### src/rtl/stopwatch_pkg.sv
// Shared encodings for the stopwatch/countdown timer block.
package stopwatch_pkg;

  typedef enum logic [1:0] {
    ST_IDLE    = 2'b00,
    ST_RUNNING = 2'b01,
    ST_PAUSED  = 2'b10,
    ST_DONE    = 2'b11
  } status_t;

  localparam logic [5:0] SEC_MAX   = 6'd59;
  localparam logic       MODE_UP   = 1'b0;
  localparam logic       MODE_DOWN = 1'b1;

endpackage

### src/rtl/stopwatch_tick_prescaler.sv
// Divides clk down to a one-cycle tick every CLK_PER_SEC enabled cycles.
module tick_prescaler #(
  parameter int CLK_PER_SEC = 1000
) (
  input  logic clk,
  input  logic rst,
  input  logic en,
  input  logic clr,
  output logic tick
);

  localparam int CW = (CLK_PER_SEC > 1) ? $clog2(CLK_PER_SEC) : 1;
  localparam logic [CW-1:0] LAST = CW'(CLK_PER_SEC - 1);

  logic [CW-1:0] cnt;

  // The count only moves while enabled, so a pause keeps the partial second.
  assign tick = en && (cnt == LAST);

  always_ff @(posedge clk) begin
    if (rst || clr)
      cnt <= '0;
    else if (en)
      cnt <= tick ? '0 : cnt + CW'(1);
  end

endmodule

### src/rtl/stopwatch_timer.sv
// Stopwatch / countdown timer: control FSM, MM:SS counters, lap capture, expiry pulse.
module stopwatch_timer
  import stopwatch_pkg::*;
#(
  parameter int CLK_PER_SEC = 1000,
  parameter int MIN_W       = 8
) (
  input  logic             clk,
  input  logic             rst,
  input  logic             start,
  input  logic             stop,
  input  logic             clear,
  input  logic             mode,
  input  logic             load,
  input  logic [MIN_W-1:0] load_min,
  input  logic [5:0]       load_sec,
  input  logic             lap,
  output logic [MIN_W-1:0] minutes,
  output logic [5:0]       seconds,
  output logic [MIN_W-1:0] lap_min,
  output logic [5:0]       lap_sec,
  output logic             lap_valid,
  output logic [1:0]       status,
  output logic             expired
);

  status_t state;
  logic    mode_q;
  logic    tick;
  logic    load_ok;
  logic    at_zero;
  logic    ps_en;
  logic [5:0] load_sec_c;

  assign status     = state;
  assign load_ok    = load && (state != ST_RUNNING);
  assign at_zero    = (minutes == '0) && (seconds == '0);
  assign load_sec_c = (load_sec > SEC_MAX) ? SEC_MAX : load_sec;
  // A stop cycle is already treated as paused, so it never ticks.
  assign ps_en      = (state == ST_RUNNING) && !stop && !clear;

  tick_prescaler #(.CLK_PER_SEC(CLK_PER_SEC)) u_prescaler (
    .clk  (clk),
    .rst  (rst),
    .en   (ps_en),
    .clr  (clear || load_ok),
    .tick (tick)
  );

  always_ff @(posedge clk) begin
    if (rst) begin
      state     <= ST_IDLE;
      mode_q    <= MODE_UP;
      minutes   <= '0;
      seconds   <= '0;
      lap_min   <= '0;
      lap_sec   <= '0;
      lap_valid <= 1'b0;
      expired   <= 1'b0;
    end else begin
      expired <= 1'b0;
      if (clear) begin
        state     <= ST_IDLE;
        minutes   <= '0;
        seconds   <= '0;
        lap_min   <= '0;
        lap_sec   <= '0;
        lap_valid <= 1'b0;
      end else begin
        // Lap samples the pre-edge count, so a lap on a tick cycle sees the old value.
        if (lap && (state == ST_RUNNING || state == ST_PAUSED)) begin
          lap_min   <= minutes;
          lap_sec   <= seconds;
          lap_valid <= 1'b1;
        end
        if (load_ok) begin
          minutes <= load_min;
          seconds <= load_sec_c;
          if (state != ST_PAUSED)
            state <= ST_IDLE;
        end else begin
          case (state)
            ST_IDLE: begin
              if (start && !stop && !(mode == MODE_DOWN && at_zero)) begin
                state  <= ST_RUNNING;
                mode_q <= mode;
              end
            end
            ST_RUNNING: begin
              if (stop) begin
                state <= ST_PAUSED;
              end else if (tick) begin
                if (mode_q == MODE_UP) begin
                  if (seconds == SEC_MAX) begin
                    seconds <= '0;
                    minutes <= minutes + MIN_W'(1);
                  end else begin
                    seconds <= seconds + 6'd1;
                  end
                end else if (seconds != '0) begin
                  seconds <= seconds - 6'd1;
                  if (seconds == 6'd1 && minutes == '0) begin
                    state   <= ST_DONE;
                    expired <= 1'b1;
                  end
                end else if (minutes != '0) begin
                  seconds <= SEC_MAX;
                  minutes <= minutes - MIN_W'(1);
                end else begin
                  // Resumed at 00:00 in down mode: expire on the first tick.
                  state   <= ST_DONE;
                  expired <= 1'b1;
                end
              end
            end
            ST_PAUSED: begin
              if (start && !stop)
                state <= ST_RUNNING;
            end
            ST_DONE: ;
            default: state <= ST_IDLE;
          endcase
        end
      end
    end
  end

endmodule

### config.mk
export PLATFORM = sky130hd
export DESIGN_NAME = stopwatch_timer
export DESIGN_NICKNAME = d
export VERILOG_FILES = /design/src/rtl/stopwatch_pkg.sv /design/src/rtl/stopwatch_tick_prescaler.sv /design/src/rtl/stopwatch_timer.sv
export SDC_FILE = /design/constraint.sdc
export NUM_CORES = 1
export LEC_CHECK = 0
export BUFFER_PORTS_ARGS = -buffer_cell sky130_fd_sc_hd__buf_4
export CORE_MARGIN = 3
export CORE_UTILIZATION = 58
export DETAILED_ROUTE_END_ITERATION = 16
export PLACE_DENSITY = 0.9
export SLEW_MARGIN = 10
export SYNTH_ARGS = -nofsm -noshare
export SYNTH_HDL_FRONTEND = slang
export SYNTH_HIERARCHICAL = 1
export SYNTH_SLANG_ARGS = --single-unit
### constraint.sdc
create_clock -name clk -period 8.6 [get_ports clk]
set_input_delay 0.86 -clock clk [delete_from_list [all_inputs] [get_ports clk]]
set_output_delay 0.86 -clock clk [all_outputs]
set_load 0.02 [all_outputs]
## Word-level counts from Yosys, hierarchy flattened

Cells that the tools add are included.

- Flip-flop bits (word level): 43
- Input bits: 22
- Output and inout bits: 32
- Word-level logic and storage cells: 101

- $add $sub $neg: 5
- Order comparisons: 1
- Eq/ne operators: 18
- Muxes and demuxes: 32
- Bitwise operators: 5
- Reduce and logical (&&, ||, !) cells: 31

Operators by type and width:

| operator | number |
|---|---|
| $mux 8 | 8 |
| $mux 6 | 9 |
| $mux 2 | 10 |
| $add 10x1->10 const B | 1 |
| $eq 10x10->1 const B | 1 |
| $logic_and 1x1->1 | 10 |
| $mux 10 | 1 |
| $add 8x1->8 const B | 1 |
| $logic_not 8->1 | 1 |
| $reduce_and 4->1 | 2 |
| $reduce_and 8->1 | 1 |
| $reduce_bool 8->1 | 1 |
| $sub 8x1->8 const B | 1 |
| $reduce_or 7->1 | 1 |
| $add 6x1->6 const B | 1 |
| $eq 6x1->1 const B | 1 |
| $eq 6x6->1 const B | 1 |
| $gt 6x6->1 const B | 1 |
| $logic_not 6->1 | 1 |
| $ne 2x1->1 const B | 3 |
| $ne 3x3->1 const B | 2 |
| $pmux 2 s3 | 1 |
| $reduce_and 6->1 | 1 |
| $reduce_bool 6->1 | 1 |
| 20 further kinds | 31 |

## Depth between registers and ports, before layout

- Word-level depth: 9
- Depth in mapped cells: 13
- Gate-level depth less buffers: 12

## Cells and area by module

The synthesis kept the hierarchy.

Modules (own cells, without submodules):

| module | instances | cells an instance | area each (um^2) | sequential area each (um^2) |
|---|---|---|---|---|
| stopwatch_timer | 1 | 292 | 2,245.9 | 660.6 |
| tick_prescaler | 1 | 56 | 489.2 | 200.2 |

## Worst setup path after synthesis

Ideal clock, no wire load.

- Kind: in2reg
- Start point: input stop
- End point: register seconds[3]
- Library setup time: 0.070 ns
- Arrival time: 2.848 ns
- Required time: 8.530 ns
- Path slack: 5.682 ns
- Stages on the path: 10
- Buffers on the path: 1
- Path through: nor2b_1 -> nor2b_1 -> and2_2 -> nand4_1 -> nor2_1 -> nand3b_1 -> o21a_2 -> buf_6 -> a211o_1 -> a21oi_1

- Cells in the longest elaborated chain, start to end: 6
- Elaborated cells between the ends (all ways): 7
- Those cells by class: eq/ne (1); reduce/logical (6)

RTL lines:

| what | RTL line | text |
|---|---|---|
| start: declaration | stopwatch_timer.sv:11 | `input logic stop,` |
| $logic_not 1->1 | stopwatch_timer.sv:40 | `assign ps_en = (state == ST_RUNNING) && !stop && !clear;` |
| $logic_and 1x1->1 (2 in series) | stopwatch_timer.sv:40 |  |
| via ps_en | stopwatch_timer.sv:32 | `logic ps_en;` |
| $logic_and 1x1->1 | stopwatch_tick_prescaler.sv:18 | `assign tick = en && (cnt == LAST);` |
| via tick | stopwatch_timer.sv:29 | `logic tick;` |
| $reduce_bool 2->1 (no source line) | - |  |
| $reduce_and 4->1 (no source line) | - |  |
| end signal: assignment | stopwatch_timer.sv:78 | `seconds <= load_sec_c;` |
| end signal: assignment | stopwatch_timer.sv:98 | `seconds <= seconds + 6'd1;` |
| end signal: assignment | stopwatch_timer.sv:101 | `seconds <= seconds - 6'd1;` |
| end: declaration | stopwatch_timer.sv:19 | `output logic [5:0] seconds,` |

The timed path passes the listed nets, and every way through them passes these cells.
A chain may end at the register's enable or synchronous reset.

## Final worst setup path

- Start point: register state[1] (netlist: status[1])
- End point: register seconds[3]

- Cells in the longest elaborated chain, start to end: 6
- Elaborated cells between the ends (all ways): 12
- Those cells by class: eq/ne (4); mux (1); reduce/logical (7)

RTL lines:

| what | RTL line | text |
|---|---|---|
| start: declaration | stopwatch_timer.sv:27 | `status_t state;` |
| start signal: assignment | stopwatch_timer.sv:52 | `state <= ST_IDLE;` |
| start signal: assignment | stopwatch_timer.sv:63 | `state <= ST_IDLE;` |
| start signal: assignment | stopwatch_timer.sv:80 | `state <= ST_IDLE;` |
| $eq 2x1->1 | stopwatch_timer.sv:40 |  |
| $logic_and 1x1->1 (2 in series) | stopwatch_timer.sv:40 |  |
| via ps_en | stopwatch_timer.sv:32 |  |
| $logic_and 1x1->1 | stopwatch_tick_prescaler.sv:18 |  |
| via tick | stopwatch_timer.sv:29 |  |
| $reduce_bool 2->1 (no source line) | - |  |
| $reduce_and 4->1 (no source line) | - |  |

The timed path passes the listed nets, and every way through them passes these cells.

==> impl_metrics.json <==
{
  "drtIter0Drc": 271,
  "vias": 2798,
  "grt_usage_pct": 25.5,
  "grtUsageMet3_pct": 4.81,
  "start_util_pct": 61.5,
  "whs_ns": 0.459,
  "yosysWarnings": 6,
  "drv_slew": 0,
  "synth_seq_area_share_pct": 31.5,
  "ant_nets": 0,
  "die_area_um2": 5580,
  "cts-resized-gates": 0,
  "dp_hpwl_mm": 5.07,
  "period_share_pct": 41.4,
  "min_period_ns": 3.56,
  "cts_buffers": 5,
  "fmax_mhz": 281,
  "syn2layout_area_growth_pct": 17.3,
  "ctsHoldBuffers": 0,
  "setup_viol": 0,
  "antenna_cells": 0,
  "synth_ff_type": "dfxtp_1",
  "busiest_layer": "met2",
  "power_w": 0.000411,
  "n_fill_cell": 365,
  "setup-tns-final_ns": 0,
  "cp-start-kind": "flop",
  "dieHeight_um": 74.7,
  "num_rows": 24,
  "outcome": "complete, no violations",
  "use_met2_pct": 43.3,
  "worst_setup_path_end_kind": "flop",
  "synth_seq_cells": 43,
  "synthArstFlopShare_pct": 0,
  "grt-ovfl-total": 0,
  "post_cts_buffers": 0,
  "cts_buffer_depth": 2,
  "slew-limit-headroom_pct": 27.6,
  "wl_per_cell_um": 15.7,
  "hold_violations": 0,
  "antenna_found_initial": 0,
  "io_buffers": 53,
  "arrival_ns": 3.78,
  "critPathKind": "flop to flop",
  "drc": 0,
  "synth_edf_count": 0,
  "synth_cell_types": 61,
  "synthesis.area_um2": 2740,
  "r2r_setup_slack_ns": 5.04,
  "die_w_um": 74.7,
  "grt_pass1_wl_mm": 11.1,
  "syn_avg_cell_area_um2": 7.86,
  "final_cell_mix": "buf_4, nand2_1, dfxtp_1",
  "hp-class": "flop to flop",
  "dr.pass1.iters": 5,
  "htreeDepth": 2,
  "grt_max_degree": 23,
  "cts_tree": "yes",
  "cts_root_buf": "clkbuf_8",
  "p_per_area_nw_per_um2": 128,
  "tightest_slew_ns": 1.08,
  "drt_wl_total_mm": 6.99,
  "clk_latency_ns": 0.30,
  "rsz0062_at_grt": "no",
  "crit_required_ns": 8.82,
  "cts.sinks": 43,
  "layout-drive-gt1-share_pct": 19.4,
  "coreArea_um2": 4440,
  "clock_skew_ns": 0.00661,
  "ios": 54,
  "path_max_fanout": 13,
  "synth_nets": 385,
  "synth_cells": 348,
  "routabilityCongestion": 0.966,
  "grt_pass1_vias": 2530,
  "use_met1_pct": 31.7,
  "finish.utilization_pct": 72.2,
  "fin_nets": 428,
  "p_leak_nw": 1.19,
  "final_common_cell": "buf_4",
  "clk_pin_slew_ns": 0.09,
  "drv_cap": 0,
  "ir_drop_v": 0.0000872,
  "vias_per_cell": 6.30
}
[sequential cells by signal, summed over array words and instances, names as in the netlist]
name / flops
expired: 1
u_prescaler/cnt: 10
lap_valid: 1
minutes: 8
mode_q: 1
seconds: 6
lap_sec: 6
lap_min: 8
status: 2
[logic make-up after synthesis]
kind of cell | after synthesis | synth area share, %
AO/OA/AOI/OAI | 91 | 21.1
XOR/XNOR | 13 | 4.16
adder cells (fa/ha/maj) | 15 | 7.14
buffers and inverters | 33 | 5.31
flip-flops | 43 | 31.5
multiplexers | 6 | 2.20
AND/OR/NAND/NOR | 147 | 28.6
[worst max-delay path, cell delays in order (launching register included)]
cell	delay, ns
dfxtp_1	0.34
inv_1	0.08
ha_1	0.26
nor2b_1	0.27
nor2b_1	0.36
and2_2	0.25
nand4_1	0.16
nor2_1	0.42
nand3b_1	0.48
o21a_2	0.45
a211o_1	0.25
a21oi_1	0.15
[power breakdown]
group          switching [W]  leakage (nW)   total, W  internal [W]
Clock              0.0000719        0.0402   0.000128     0.0000565
Combinational      0.0000416         0.801  0.0000727     0.0000311
Sequential        0.00000777         0.348   0.000210      0.000202
Total               0.000121          1.19   0.000411      0.000290
[worst paths after layout]
| check | from | end | cells after the start |
|---|---|---|---|
| setup reg to reg | status[1] | seconds[3] | 11 |
| hold / removal | lap_min[4] | lap_min[4] | 2 |
| hold reg to reg | lap_min[4] | lap_min[4] | 2 |
| setup / recovery | status[1] | seconds[3] | 11 |
[synthesized netlist by cell type, drive strengths merged, types with 3 or more instances]
cell type,n,area (um^2)
and2,3,20.0
o21a,3,23.8
clkbuf,12,45.0
nor2b,4,25.0
dfxtp,43,861
nor2,21,78.8
mux2i,6,60.1
or4,5,45.0
or2,3,18.8
buf,7,47.6
xor2,8,70.1
a21oi,29,149
nor4,5,37.5
nand2,48,180
a31oi,8,50.1
nand3,23,128
or3,3,18.8
nand2b,6,37.5
o21ai,21,105
xnor2,5,43.8
inv,14,52.6
nand3b,7,52.6
a211oi,3,22.5
ha,14,175
o211ai,6,45.0
nand4,5,31.3
nor3,7,46.3
o31ai,4,30.0
[per-layer routing]
layer	wire, um	up-vias
li1	-	1337
met1	2930	1322
met2	3400	121
met3	492	18
met4	159	0
met5	0	-
[stage by stage]
| stage | setup WS (ns) | cells | instance area [um^2] |
|---|---|---|---|
| 4_1_cts | 5.06 | 444 | 3210 |
| 3_5_place_dp | 4.90 | 436 | 3120 |
| 6_report | 5.04 | 444 | 3210 |
| 3_3_place_gp | 5.04 | 436 | 3120 |
| 5_1_grt | 4.61 | 444 | 3210 |
| 2_1_floorplan | 5.68 | 348 | 2740 |
[layout make-up]
type                            instances  area [um^2]  area share (%)
Clock buffer                            5         68.8            2.14
Clock inverter                          3         20.0           0.624
Inverter                               14         52.6            1.64
Multi-Input combinational cell        272         1730            53.9
Sequential cell                        43          861            26.8
Tap cell                               52         65.1            2.03
Timing Repair Buffer                   55          413            12.9
(Power assumes the default switching activity.)
